==> src/rtl/inst_loader_pkg.sv <==
// Shared types and constants for the instruction-memory loader.
// Used by inst_loader and its word_packer; checksum build selected by INST_LOADER_CHECKSUM_EN.
package inst_loader_pkg;

    localparam int BYTES_PER_WORD = 4;
    localparam int DEFAULT_DEPTH  = 64;
    localparam int DEFAULT_LEN_W  = 16;

    typedef enum logic [2:0] {
        IDLE,
        LEN_HI,
        LEN_LO,
        BYTE,
        WRITE,
        CKSUM,
        DONE,
        ERR
    } state_t;

endpackage

==> src/rtl/inst_loader_if.sv <==
// Byte-wide valid/ready stream feeding the loader.
// master = byte source, slave = inst_loader.
interface inst_loader_if;

    logic [7:0] byte_in;
    logic       byte_valid;
    logic       byte_ready;

    modport master (
        output byte_in,
        output byte_valid,
        input  byte_ready
    );

    modport slave (
        input  byte_in,
        input  byte_valid,
        output byte_ready
    );

endinterface

==> src/rtl/inst_loader_word_packer.sv <==
// Assembles big-endian 32-bit words from a byte stream (first byte lands in [31:24]).
// full flags the byte that completes the current word, in the cycle it is accepted.
module word_packer
    import inst_loader_pkg::*;
(
    input  logic        clk,
    input  logic        rst,
    input  logic        clear,
    input  logic        shift_en,
    input  logic [7:0]  byte_in,
    output logic [31:0] word,
    output logic        full
);

    localparam int CNT_W = $clog2(BYTES_PER_WORD);

    logic [CNT_W-1:0] cnt_q;

    // NOTE: sequential state is updated with <= only, so every flop samples pre-edge values.
    always_ff @(posedge clk) begin
        if (rst || clear) begin
            word  <= '0;
            cnt_q <= '0;
        end else if (shift_en) begin
            word  <= {word[23:0], byte_in};
            cnt_q <= cnt_q + 1'b1;
        end
    end

    assign full = shift_en && (cnt_q == CNT_W'(BYTES_PER_WORD - 1));

endmodule

==> src/rtl/inst_loader.sv <==
// Program loader: length-prefixed byte stream -> instruction memory write port, CPU held meanwhile.
// Define INST_LOADER_CHECKSUM_EN to require a trailing XOR checksum byte after the image.
module inst_loader
    import inst_loader_pkg::*;
#(
    parameter int DEPTH = DEFAULT_DEPTH,
    parameter int LEN_W = DEFAULT_LEN_W
)(
    input  logic              clk,
    input  logic              rst,
    input  logic              start,
    inst_loader_if.slave      bus,
    output logic              mem_we,
    output logic [31:0]       mem_addr,
    output logic [31:0]       mem_wdata,
    output logic              busy,
    output logic              done,
    output logic              error,
    output logic              cpu_hold
);

    localparam logic [31:0] DEPTH_U = 32'(DEPTH);

    state_t            state_q, state_d;
    logic [7:0]        len_hi_q;
    logic [LEN_W-1:0]  len_q;
    logic [31:0]       addr_q;
    logic [15:0]       len_full;
    logic              xfer;
    logic              load_start;
    logic              last_word;
    logic              pack_shift;
    logic              pack_full;
    logic [31:0]       pack_word;

    assign len_full   = {len_hi_q, bus.byte_in};
    assign xfer       = bus.byte_valid && bus.byte_ready;
    assign load_start = start && (state_q == IDLE || state_q == DONE || state_q == ERR);
    assign last_word  = (addr_q + 32'd1) == 32'(len_q);
    assign pack_shift = (state_q == BYTE) && bus.byte_valid;

`ifdef INST_LOADER_CHECKSUM_EN
    logic [7:0] csum_q;

    always_ff @(posedge clk) begin
        if (rst || load_start) begin
            csum_q <= '0;
        end else if (pack_shift) begin
            csum_q <= csum_q ^ bus.byte_in;
        end
    end
`endif

    word_packer u_packer (
        .clk      (clk),
        .rst      (rst),
        .clear    (load_start),
        .shift_en (pack_shift),
        .byte_in  (bus.byte_in),
        .word     (pack_word),
        .full     (pack_full)
    );

    always_ff @(posedge clk) begin
        if (rst) begin
            state_q <= IDLE;
        end else begin
            state_q <= state_d;
        end
    end

    // NOTE: every signal driven here gets a default first, so no path can infer a latch.
    always_comb begin
        state_d        = state_q;
        bus.byte_ready = 1'b0;
        busy           = 1'b0;
        mem_we         = 1'b0;
        done           = 1'b0;
        error          = 1'b0;
        case (state_q)
            IDLE: begin
                if (start) state_d = LEN_HI;
            end
            LEN_HI: begin
                bus.byte_ready = 1'b1;
                busy           = 1'b1;
                if (bus.byte_valid) state_d = LEN_LO;
            end
            LEN_LO: begin
                bus.byte_ready = 1'b1;
                busy           = 1'b1;
                if (bus.byte_valid) begin
                    if (32'(len_full) > DEPTH_U) state_d = ERR;
                    else if (len_full == 16'd0)  state_d = DONE;
                    else                         state_d = BYTE;
                end
            end
            BYTE: begin
                bus.byte_ready = 1'b1;
                busy           = 1'b1;
                if (pack_full) state_d = WRITE;
            end
            WRITE: begin
                busy   = 1'b1;
                mem_we = 1'b1;
`ifdef INST_LOADER_CHECKSUM_EN
                state_d = last_word ? CKSUM : BYTE;
`else
                state_d = last_word ? DONE : BYTE;
`endif
            end
`ifdef INST_LOADER_CHECKSUM_EN
            CKSUM: begin
                bus.byte_ready = 1'b1;
                busy           = 1'b1;
                if (bus.byte_valid) state_d = (bus.byte_in == csum_q) ? DONE : ERR;
            end
`endif
            DONE: begin
                done = 1'b1;
                if (start) state_d = LEN_HI;
            end
            ERR: begin
                error = 1'b1;
                if (start) state_d = LEN_HI;
            end
            default: state_d = IDLE;
        endcase
    end

    // Address restarts at 0 per load and advances once per WRITE; N <= DEPTH keeps it in range.
    always_ff @(posedge clk) begin
        if (rst) begin
            len_hi_q <= '0;
            len_q    <= '0;
            addr_q   <= '0;
        end else begin
            if (load_start)             addr_q <= '0;
            else if (state_q == WRITE)  addr_q <= addr_q + 32'd1;
            if (state_q == LEN_HI && xfer) len_hi_q <= bus.byte_in;
            if (state_q == LEN_LO && xfer) len_q    <= LEN_W'(len_full);
        end
    end

    assign mem_addr  = addr_q;
    assign mem_wdata = pack_word;
    assign cpu_hold  = busy;

endmodule

==> src/flat_wrapper.sv <==
// flat-port wrapper written by rule: the top's interface ports become plain ports
module inst_loader_flat import inst_loader_pkg::*;
#(
    parameter int DEPTH = DEFAULT_DEPTH,
    parameter int LEN_W = DEFAULT_LEN_W
)
  (clk, rst, start, mem_we, mem_addr, mem_wdata, busy, done, error, cpu_hold, bus_byte_in, bus_byte_valid, bus_byte_ready);
  inst_loader_if bus_i ();
  input  logic clk;
  input  logic rst;
  input  logic start;
  output logic mem_we;
  output logic [31:0] mem_addr;
  output logic [31:0] mem_wdata;
  output logic busy;
  output logic done;
  output logic error;
  output logic cpu_hold;
  input wire logic [$bits(bus_i.byte_in)-1:0] bus_byte_in;
  input wire logic [$bits(bus_i.byte_valid)-1:0] bus_byte_valid;
  output wire logic [$bits(bus_i.byte_ready)-1:0] bus_byte_ready;
  assign bus_i.byte_in = bus_byte_in;
  assign bus_i.byte_valid = bus_byte_valid;
  assign bus_byte_ready = bus_i.byte_ready;
  inst_loader #(.DEPTH(DEPTH), .LEN_W(LEN_W)) u_core (.clk(clk), .rst(rst), .start(start), .bus(bus_i), .mem_we(mem_we), .mem_addr(mem_addr), .mem_wdata(mem_wdata), .busy(busy), .done(done), .error(error), .cpu_hold(cpu_hold));
endmodule
==> config.mk <==
export PLATFORM = sky130hd
export DESIGN_NAME = inst_loader_flat
export DESIGN_NICKNAME = d
export VERILOG_FILES = /design/src/rtl/inst_loader_pkg.sv /design/src/rtl/inst_loader_if.sv /design/src/rtl/inst_loader_word_packer.sv /design/src/rtl/inst_loader.sv /design/src/flat_wrapper.sv
export SDC_FILE = /design/constraint.sdc
export NUM_CORES = 1
export LEC_CHECK = 0
export BUFFER_PORTS_ARGS = -buffer_cell sky130_fd_sc_hd__buf_4
export CAP_MARGIN = 25
export CORE_AREA = 2 2 74 129
export CTS_BUF_LIST = sky130_fd_sc_hd__clkbuf_4 sky130_fd_sc_hd__clkbuf_8
export CTS_CLUSTER_DIAMETER = 30
export DETAILED_ROUTE_END_ITERATION = 16
export DIE_AREA = 0 0 76 131
export PLACE_DENSITY = 0.76
export SLEW_MARGIN = 20
export SYNTH_ARGS = -nofsm -noshare
export SYNTH_HDL_FRONTEND = slang
export SYNTH_HIERARCHICAL = 1
export SYNTH_SLANG_ARGS = --single-unit
export TNS_END_PERCENT = 20
==> constraint.sdc <==
create_clock -name clk -period 4.49 [get_ports clk]
set_clock_uncertainty 0.1 [all_clocks]
set_input_delay 0.898 -clock clk [delete_from_list [all_inputs] [get_ports clk]]
set_output_delay 0.898 -clock clk [all_outputs]
set_load 0.02 [all_outputs]
After elaboration in Yosys (flattened, before gate mapping)
Cells that the tools add are included.

$add $sub $neg: 2. Multiply operators: 0. Divide/modulo/power cells: 0. $lt $le $gt $ge: 1. Equal/unequal tests: 12. Shift operators: 0. Multiplexer cells: 13. Bitwise logic cells: 0. Reductions and logical operators: 16.

Operators with widths (number): adder 32 x 1 -> 32 bit (second input constant) (1); equality test 32 x 16 -> 1 bit (1); two-way mux 3 bit (7); > comparator 16 x 7 -> 1 bit (second input constant) (1); logical NOT 16 bit (1); one-hot mux 3 bit (5 select lines) (1); equality test 3 bit (second input constant) (3); equality test 3 x 2 -> 1 bit (second input constant) (2); logical AND 1 bit (6); OR reduction 3 bit (2); two-way mux 1 bit (5); inequality test 2 x 1 -> 1 bit (second input constant) (2); inequality test 2 bit (second input constant) (2); AND reduction 4 bit (1); OR reduction 4 bit (1); equality test 3 x 1 -> 1 bit (second input constant) (1); logical NOT 3 bit (1); logical OR 1 bit (3); adder 2 x 1 -> 2 bit (second input constant) (1); equality test 2 bit (second input constant) (1); OR reduction 2 bit (1).

Flip-flop bits (word level): 93. Bits in latches: 0. RAM bits: 0. ROM bits: 0. Bits of input ports: 12. Output and inout bits: 70. Logic and storage cells: 50. Memories: 0.

Depth between registers and ports, before layout
Gate-level depths: netlist of the first run.

Depth after elaboration: 5. Depth in mapped cells: 13. Depth with buffers taken out: 11.

Hierarchy
Netlist of the first run, hierarchy kept.

Modules (own cells, without submodules): inst_loader (instances 1, cells each 466, area an instance 3490.8 µm², seq. area each 1181.1 µm²); word_packer (instances 1, cells each 113, area an instance 1276.2 µm², seq. area each 680.7 µm²).

Least setup slack after synthesis of the first run
No wires, ideal clock.

Kind: register to register. Start: register u_core.addr_q[0] (netlist: u_core/mem_addr[0]). End: register u_core.state_q[0]. Setup time: 0.120 ns. Data arrival time: 2.778 ns. Data required time: 4.270 ns. Slack: 1.492 ns. Stages on the path, launching flop included: 8. Path buffers: 0. Period minus slack after synthesis: 2.998 ns. Cells stage by stage: dfxtp_1 -> ha_1 -> nand3_1 -> or4_4 -> o22a_1 -> or4b_1 -> or4_1 -> o31a_1.

Word-level cells in the longest chain between the ends: 4.

RTL lines: start: declaration (RTL line inst_loader.sv:27) `logic [31:0] addr_q;`; start signal: assignment (RTL line inst_loader.sv:139) `else if (state_q == WRITE) addr_q <= addr_q + 32'd1;`; adder 32 x 1 -> 32 bit (RTL line inst_loader.sv:39) `assign last_word = (addr_q + 32'd1) == 32'(len_q);`; equality test 32 x 16 -> 1 bit (RTL line inst_loader.sv:39); two-way mux 3 bit (RTL line inst_loader.sv:109) `state_d = last_word ? DONE : BYTE;`; one-hot mux 3 bit (5 select lines) (RTL line inst_loader.sv:80) `case (state_q)`; end signal: assignment (RTL line inst_loader.sv:68) `state_q <= state_d;`; end: declaration (RTL line inst_loader.sv:24) `state_t state_q, state_d;`.

No other way between the ends. A chain may end at the register's enable or synchronous reset.

Final worst setup path of the first run
Same ends and word-level chain as after synthesis.

==> results.cfg, run 1 <==
[synthesis]
synth_common_cells = nor2_1, dfxtp_1, nand2_1
synthCells = 579
yosys.area.top_type_share = 0.3906
avgSynthCellArea_um2 = 8.233
yosys_most_used_dff = dfxtp_1
yosysMostFrequentCell = nor2_1
synth_top_area_cell = dfxtp_1
synth_edf_count = 0
synth_cell_types = 56
async_flop_share = 0
synth-seq-area-share = 0.3906
yosysWarnings = 6
syn-num-nets = 593
synthTopCellsByArea = dfxtp_1, mux2i_1, nor2_1, xnor2_1, nand2_1
ys_ff_latch = 93
syn_area_um2 = 4767

[global_routing]
grt_pass1_wl_mm = 18.97
grt_pass1_vias = 3967
grt_max_degree = 35
antenna_found_initial = 0
track_usage = 0.2408
grt_overflow = 0

[floorplanning]
die-area_um2 = 9956
die_h_um = 131
row_count = 46
initial_core_util = 0.5344
ios = 82
core_um2 = 8921
die_x_um = 76

[hold_path]
hold_path_end = u_core/len_q[12]
min_path_type = reg -> reg
min-delay-start = u_core/len_q[12]
holdPathStages = 2

[final_layout]
layout-area-overhead-vs-synth_pct = 15.75
final_nets = 646
drive_gt1_frac = 0.1743
fillers = 780
antenna_cells = 0

[power]
powerDensity_nw_per_um2 = 329.3
vdd_drop_max_v = 0.0002340
power.leakage_nw = 1.991

[critical_path]
worst-path-max-fanout = 12
worstPathRequired_ps = 4650
regToRegSetupSlack_ps = 1110
reg2reg_from = u_core/mem_addr[0]
critical_path.cell_chain = ha_1 > nand3_1 > nor4_1 > a21oi_1 > nor3b_1 > nor2_1 > or4_1 > o31a_1
cp_slowest_cell = nor4_1
critPathLaunchType = flip-flop
endpoint_kind = flip-flop
crit_type = reg -> reg
timing.rr.end = u_core/state_q[0]
cp.arrival_ps = 3540
r2r_cells = 8
critPathMaxStageDelay_ps = 670

[clock_network]
cts-hold-fix-buffers = 0
cts.sinks = 93
cts_tree = done
cts_buffer_depth = 2
cts_inserted_buffers = 9
cts_setup_buffers = 0
cts_resized = 0
clkTransAtPathRegs_ps = 100
cts-root-buf = clkbuf_8
cts_htree_levels = 3
clk_latency_ps = 370

[sta]
fmax_mhz = 295.8
tns_ps = 0
tightest_slew_ps = 927.4
final_max_slew_viol_count = 0
finalCritPeriodShare = 0.7529
hold_viol_final = 0
grt_setup_unrepaired = no
setup_viol = 0
holdWs_ps = 375.2
layout_setup_ws_ps = 1110
min_period_ps = 3380
slew-limit-headroom = 0.3761

[job]
cap_violations = 0

[drt]
vias_per_cell = 5.716
drc = 0
drtIter0Drc = 303
first_pass_iters = 6
vias = 4327
ant_nets = 0
drt-wirelength-per-cell_um = 16.09
wirelength_mm = 12.18

[placed_design]
io_buffers = 81
hpwl_mm = 8.969
gp_congestion = 1.055
preCtsSetupSlack_ps = 1210

[run_status]
status = finished, final reports clean
-- flip-flops by register name, indices dropped and copies added, names as in the netlist --
name                   count
u_core/u_packer/word      32
u_core/len_hi_q            8
u_core/len_q              16
u_core/state_q             3
u_core/mem_addr           32
u_core/u_packer/cnt_q      2
-- report_power, final --
group	total [mW]	switching [mW]	internal (mW)
Combinational	0.341	0.210	0.130
Clock	0.584	0.319	0.265
Sequential	0.893	0.0421	0.850
-- cells by family (layout without fill, tap and decap cells) --
family / Yosys count / after routing / share of synthesized area
AND/OR/NAND/NOR: 262 / 262 / 0.2672
adder cells (fa/ha/maj): 2 / 2 / 0.005249
multiplexers: 44 / 44 / 0.09239
buffers and inverters: 51 / 109 / 0.05932
AO/OA/AOI/OAI: 80 / 80 / 0.09895
flip-flops: 93 / 93 / 0.3906
XOR/XNOR: 47 / 47 / 0.08635
-- placed cells by master (no fill, tap or decap), drive strengths merged, types with 2 or more instances in the layout --
cell type and instances:
nor2 98, dfxtp 93, buf 84, nand2 60, mux2i 44, a21oi 35
xnor2 26, o21ai 21, xor2 21, nand3 17, or3 14, nor3 14
nor4 13, nand4 12, inv 12, clkbuf 9, or4 6, and3 5
or2 5, nor2b 4, a211oi 4, o31ai 4, nand2b 2, and4 2
o211ai 2, nor3b 2, nor4b 2, o31a 2, o41ai 2, a31oi 2
ha 2, clkinv 2
-- cell type report --
class / count / area [µm²] / area share
repair buffers: 84 / 638.1 / 0.1156
clock inverters: 7 / 80.08 / 0.01451
clock buffers: 9 / 123.9 / 0.02245
flip-flops and latches: 93 / 1862 / 0.3374
inverters: 9 / 33.78 / 0.006122
multi-input cells: 435 / 2630 / 0.4766
well taps: 120 / 150.1 / 0.02721
-- metrics by stage --
step	instances	cell area, µm²	power, mW	util
2_1_floorplan	579	4767	1.174	-
3_3_place_gp	740	5299	1.235	0.5940
3_5_place_dp	741	5314	1.246	0.5957
4_1_cts	757	5518	1.825	0.6185
5_1_grt	757	5518	1.897	0.6185
6_report	757	5518	1.817	0.6185
-- layer usage --
metal	wire length, µm	global-route usage	up-vias
li1	-	-	2107
met1	4456	0.2324	2010
met2	6446	0.4664	167
met3	646	0.04396	43
met4	633	0.1604	0
met5	0	0	-
-- worst max path at each step --
stage / startpoint / to / slack, ps / cells after the start
6_report: u_core/mem_addr[0] / u_core/state_q[0] / 1110 / 8
5_1_grt: u_core/mem_addr[0] / u_core/state_q[0] / 1020 / 7
4_1_cts: u_core/mem_addr[0] / u_core/state_q[0] / 1160 / 7
3_5_place_dp: u_core/mem_addr[0] / u_core/state_q[0] / 1210 / 7
3_3_place_gp: u_core/mem_addr[0] / u_core/state_q[0] / 1290 / 7
2_1_floorplan: u_core/mem_addr[0] / u_core/state_q[0] / 1490 / 7
-- critical path, delay by kind of cell (launching register included) --
family,cells,cell delay (ps)
and+or+nand+nor,5,1920
AOI/OAI and AO/OA,2,520
DFF,1,470
adders and majority gates,1,260
No activity file was read; power rests on OpenSTA's default activity.
==> run 2: changes to the inputs <==
--- a/config.mk
+++ b/config.mk
@@ -7,12 +7,12 @@
 export LEC_CHECK = 0
 export BUFFER_PORTS_ARGS = -buffer_cell sky130_fd_sc_hd__buf_4
 export CAP_MARGIN = 25
-export CORE_AREA = 2 2 74 129
+export CORE_AREA = 2 2 75 131
 export CTS_BUF_LIST = sky130_fd_sc_hd__clkbuf_4 sky130_fd_sc_hd__clkbuf_8
 export CTS_CLUSTER_DIAMETER = 30
 export DETAILED_ROUTE_END_ITERATION = 16
-export DIE_AREA = 0 0 76 131
-export PLACE_DENSITY = 0.76
+export DIE_AREA = 0 0 77 133
+export PLACE_DENSITY = 0.78
 export SLEW_MARGIN = 20
 export SYNTH_ARGS = -nofsm -noshare
 export SYNTH_HDL_FRONTEND = slang
==> constraint.sdc (replaced) <==
create_clock -name clk -period 2.95 [get_ports clk]
set_clock_uncertainty 0.1 [all_clocks]
set_input_delay 0.59 -clock clk [delete_from_list [all_inputs] [get_ports clk]]
set_output_delay 0.59 -clock clk [all_outputs]
set_load 0.02 [all_outputs]
==> results.cfg, run 2 (synthesized netlist as in run 1, its figures left out) <==
[floorplanning]
initial_core_util = 0.5131
core_um2 = 9291
die_x_um = 77
die_h_um = 133
ios = 82
row_count = 47
die-area_um2 = 10240

[critical_path]
reg2reg_from = u_core/mem_addr[5]
regToRegSetupSlack_ps = 60
r2r_cells = 7
critPathLaunchType = flip-flop
cp-endpoint = u_core/state_q[0]
endpoint_kind = flip-flop
crit_type = reg -> reg
worstPathRequired_ps = 3110
cp.arrival_ps = 3050
timing.rr.end = u_core/state_q[0]
startpoint = u_core/mem_addr[5]
worst-path-max-fanout = 4

[drt]
wl_met1_mm = 4.719
drt-wirelength-per-cell_um = 16.27
wl_met3_um = 655
wirelength_mm = 12.97
first_pass_iters = 5
drc = 0
top_layer = met4
wl_met2_mm = 7.064
drtIter0Drc = 314
vias_per_cell = 5.678
ant_nets = 0
vias = 4525

[global_routing]
grt_pass1_vias = 4393
grt_max_degree = 35
track_usage = 0.2534
grt_pass1_wl_mm = 20.90
grt_overflow = 0
antenna_found_initial = 0

[final_layout]
final_common_cell = buf_4
final_cells = 797
antenna_cells = 0
drive_gt1_frac = 0.2415
layout-area-overhead-vs-synth_pct = 23.67
final_cell_area_um2 = 5896
final_cell_mix = buf_4, nor2_1, dfxtp_1, nand2_1, mux2i_1
final_nets = 685

[clock_network]
cts-hold-fix-buffers = 0
cts_buffer_depth = 2
cts.sinks = 93
cts_tree = done
cts_htree_levels = 3
cts_setup_buffers = 0
cts-root-buf = clkbuf_8
clkTransAtPathRegs_ps = 90
cts_inserted_buffers = 9
clk_latency_ps = 360

[sta]
hold_viol_final = 0
tightest_slew_ps = 662.0
finalCritPeriodShare = 0.9794
fmax_mhz = 346.1
min_period_ps = 2889
final_max_slew_viol_count = 0
slew-limit-headroom = 0.5587
setup_viol = 0

[placed_design]
place_area_um2 = 5603
dpl.cell_count = 782
gp_congestion = 0.9885
hpwl_mm = 9.737
io_buffers = 81

[power]
powerDensity_nw_per_um2 = 482.7
power.leakage_nw = 2.213
vdd_drop_max_v = 0.0004570

[hold_path]
min_path_type = reg -> reg

[run_status]
status = finished, final reports clean

[job]
cap_violations = 0
## run 2: changes by cell type in the layout (fill, tap and decap cells not counted), sizes merged
cell      previous run  this run
bufinv               1         2
clkbuf               9        10
clkinv               2         0
buf                 84       123
inv                 12        10
clkinvlp             1         2
## run 2: timing repair
item	CTS	global route
pin swaps	0	3
setup endpoints to repair	2	2
resized for setup	2	14
## run 2: power breakdown
part / switching (mW) / internal, mW
clock: 0.453 / 0.499
combinational: 0.332 / 0.209
sequential: 0.0592 / 1.29
## run 2: cell type report
| type | count | area [µm²] |
|---|---|---|
| Fill cell | 826 | 3396 |
| Multi-Input combinational cell | 435 | 2694 |
| Sequential cell | 93 | 1871 |
| Timing Repair Buffer | 123 | 923.4 |
| Tap cell | 122 | 152.6 |
| Clock buffer | 10 | 137.6 |
| Clock inverter | 5 | 83.83 |
| Inverter | 9 | 33.78 |
## run 2: metrics by stage
| step | setup WS [ps] | setup TNS (ps) | utilization | hold slack [ps] | power (mW) |
|---|---|---|---|---|---|
| 6_report | 60.91 | 0 | 0.6345 | 371.1 | 2.846 |
| 5_1_grt | -33.58 | -33.58 | 0.6345 | 389.0 | 2.969 |
| 4_1_cts | 4.483 | 0 | 0.6275 | 373.4 | 2.855 |
| 3_5_place_dp | -135.3 | -263.8 | 0.6030 | 360.5 | 1.906 |
| 3_3_place_gp | -142.1 | -226.7 | 0.6030 | 357.9 | 1.889 |
| 2_1_floorplan | 0.5838 | 0 | - | 343.8 | 1.787 |
## run 2: worst min path at each step
| stage | startpoint | endpoint | slack, ps | cells after the start |
|---|---|---|---|---|
| detailed placement | u_core/len_hi_q[4] | u_core/len_q[12] | 360 | 2 |
| global route | bus_byte_in[1] | u_core/len_q[1] | 390 | 3 |
| floorplan | u_core/len_hi_q[7] | u_core/len_q[15] | 340 | 2 |
| finish | u_core/len_q[1] | u_core/len_q[1] | 370 | 2 |
| global placement | u_core/len_q[12] | u_core/len_q[12] | 360 | 2 |
| CTS | u_core/len_q[13] | u_core/len_q[13] | 370 | 2 |
## run 2: critical path, stage by stage, from the launching register on
cell     delay [ps]
dfxtp_1         400
nand3_1         210
buf_4           210
or4_1           620
nor3_2          250
a31oi_1         130
or4_4           570
o31a_1          290
## run 2: routing by layer
metal	GRT usage	up-vias
li1	-	2174
met1	0.2540	2128
met2	0.4766	180
met3	0.05593	43
met4	0.1349	0
met5	0	-
==> run 3: changes to the inputs <==
--- a/config.mk
+++ b/config.mk
@@ -12,10 +12,9 @@
 export CTS_CLUSTER_DIAMETER = 30
 export DETAILED_ROUTE_END_ITERATION = 16
 export DIE_AREA = 0 0 77 133
-export PLACE_DENSITY = 0.78
+export PLACE_DENSITY_LB_ADDON = 0.08
 export SLEW_MARGIN = 20
 export SYNTH_ARGS = -nofsm -noshare
 export SYNTH_HDL_FRONTEND = slang
-export SYNTH_HIERARCHICAL = 1
 export SYNTH_SLANG_ARGS = --single-unit
 export TNS_END_PERCENT = 20
==> results.cfg, run 3 <==
[placed_design]
hpwl_mm = 9.511
gp_congestion = 0.8969
preCtsSetupSlack_ps = 249.0
dpl.cell_count = 765
place_area_um2 = 5311
io_buffers = 81

[final_layout]
layout-area-overhead-vs-synth_pct = 17.11
register_area_um2 = 1862
final_cell_mix = nand2_1, dfxtp_1, buf_4, a21oi_1, nor2_1
final_util = 0.5926
multi_input_area_um2 = 2582
antenna_cells = 0
fillers = 909
final_cells = 782
final_cell_area_um2 = 5507
drive_gt1_frac = 0.1833
final_common_cell = nand2_1
final_nets = 669

[synthesis]
syn_area_um2 = 4702
synth_cell_types = 57
yosysWarnings = 0
avgSynthCellArea_um2 = 7.929
synthCells = 593
synth_top_area_cell = dfxtp_1
synthTopCellsByArea = dfxtp_1, nand2_1, a21oi_1, xnor2_1, xor2_1
ys_ff_latch = 93
yosysMostFrequentCell = nand2_1
synth_common_cells = nand2_1, dfxtp_1, a21oi_1
yosys_most_used_dff = dfxtp_1
async_flop_share = 0
syn-num-nets = 607
synth-seq-area-share = 0.3960
yosys.area.top_type_share = 0.3960
synth_edf_count = 0

[run_status]
status = finished, final reports clean

[global_routing]
grt_overflow = 0
grt_pass1_vias = 4105
grt_max_degree = 56
grt_pass1_wl_mm = 20.26
antenna_found_initial = 0
track_usage = 0.2493

[floorplanning]
row_count = 47
initial_core_util = 0.5061
die-area_um2 = 10240
core_um2 = 9291
ios = 82
die_h_um = 133
die_x_um = 77

[power]
pwr-share-comb = 0.222
vdd_drop_max_v = 0.0004501
power.leakage_nw = 2.046
p_int_mw = 1.871
finalPower_mw = 2.863
switchingPower_mw = 0.9925
seqPwrFrac = 0.487
powerDensity_nw_per_um2 = 520.0
power.share.clock = 0.291
swShare = 0.3466

[drt]
first_pass_iters = 4
vias = 4366
vias_per_cell = 5.583
drtIter0Drc = 236
drt-wirelength-per-cell_um = 16.19
drc = 0
wirelength_mm = 12.66
ant_nets = 0

[sta]
finalCritPeriodShare = 0.9183
setup_viol = 0
fmax_mhz = 369.1
hold_viol_final = 0
layout_setup_ws_ps = 241.0
min_period_ps = 2709
final_max_slew_viol_count = 0
slew-limit-headroom = 0.5966
holdWs_ps = 359.8
tightest_slew_ps = 603.5
tns_ps = 0

[clock_network]
cts_resized = 0
clk_latency_ps = 380
cts_setup_buffers = 0
cts_buffer_depth = 2
clkTransAtPathRegs_ps = 100
cts-root-buf = clkbuf_8
cts.sinks = 93
cts-hold-fix-buffers = 0
cts_htree_levels = 3
cts_tree = done
cts_inserted_buffers = 9

[critical_path]
crit_type = reg -> reg
critPathLaunchType = flip-flop
worst-path-max-fanout = 10
endpoint_kind = flip-flop
worstPathRequired_ps = 3120
cp.arrival_ps = 2880

[hold_path]
min_path_type = reg -> reg

[job]
cap_violations = 0
[run 3: final cells by class]
cell class,instances,area share
Multi-Input combinational cell,453,0.4690
Sequential cell,93,0.3381
Timing Repair Buffer,91,0.1263
Tap cell,122,0.02772
Clock buffer,9,0.02249
Clock inverter,7,0.01159
Inverter,7,0.004772
[run 3: power groups by stage]
stage | combinational [mW] | clock [mW] | sequential (mW)
floorplan | 0.495 | 0 | 1.38
global placement | 0.630 | 0 | 1.42
detailed placement | 0.640 | 0 | 1.42
CTS | 0.641 | 0.850 | 1.39
global route | 0.698 | 0.893 | 1.40
finish | 0.636 | 0.834 | 1.39
[run 3: path summary, 6_finish.rpt]
check,start,slack [ps],cells past startpoint,end
worst max-delay path,u_core.mem_addr[1],240,9,u_core.state_q[0]
worst min-delay path,u_core.u_packer.word[28],360,2,u_core.u_packer.word[28]
worst max register to register,u_core.mem_addr[1],240,9,u_core.state_q[0]
worst min register to register,u_core.u_packer.word[28],360,2,u_core.u_packer.word[28]
[run 3: worst max-delay path, stage by stage, from the launching register on]
cell	delay, ps
dfxtp_1	460
ha_1	300
and3_1	310
nand3_2	230
nor4_1	470
xnor2_1	170
o211ai_1	120
nor4b_2	230
buf_4	160
a21oi_1	60
[run 3: per-layer routing]
layer,GRT usage,share of wire
met5,0,0
met3,0.03342,0.040
met2,0.4956,0.57
met1,0.2553,0.37
met4,0.09722,0.022
[run 3: cell families (layout without fill, tap and decap cells)]
kind of cell,Yosys count,after routing,share of synthesized area
XOR/XNOR,53,53,0.09872
AND/OR/NAND/NOR,281,281,0.2943
adder cells (fa/ha/maj),2,2,0.005321
buffers and inverters,47,114,0.05535
AO/OA/AOI/OAI,106,106,0.1267
flip-flops,93,93,0.3960
multiplexers,11,11,0.02368
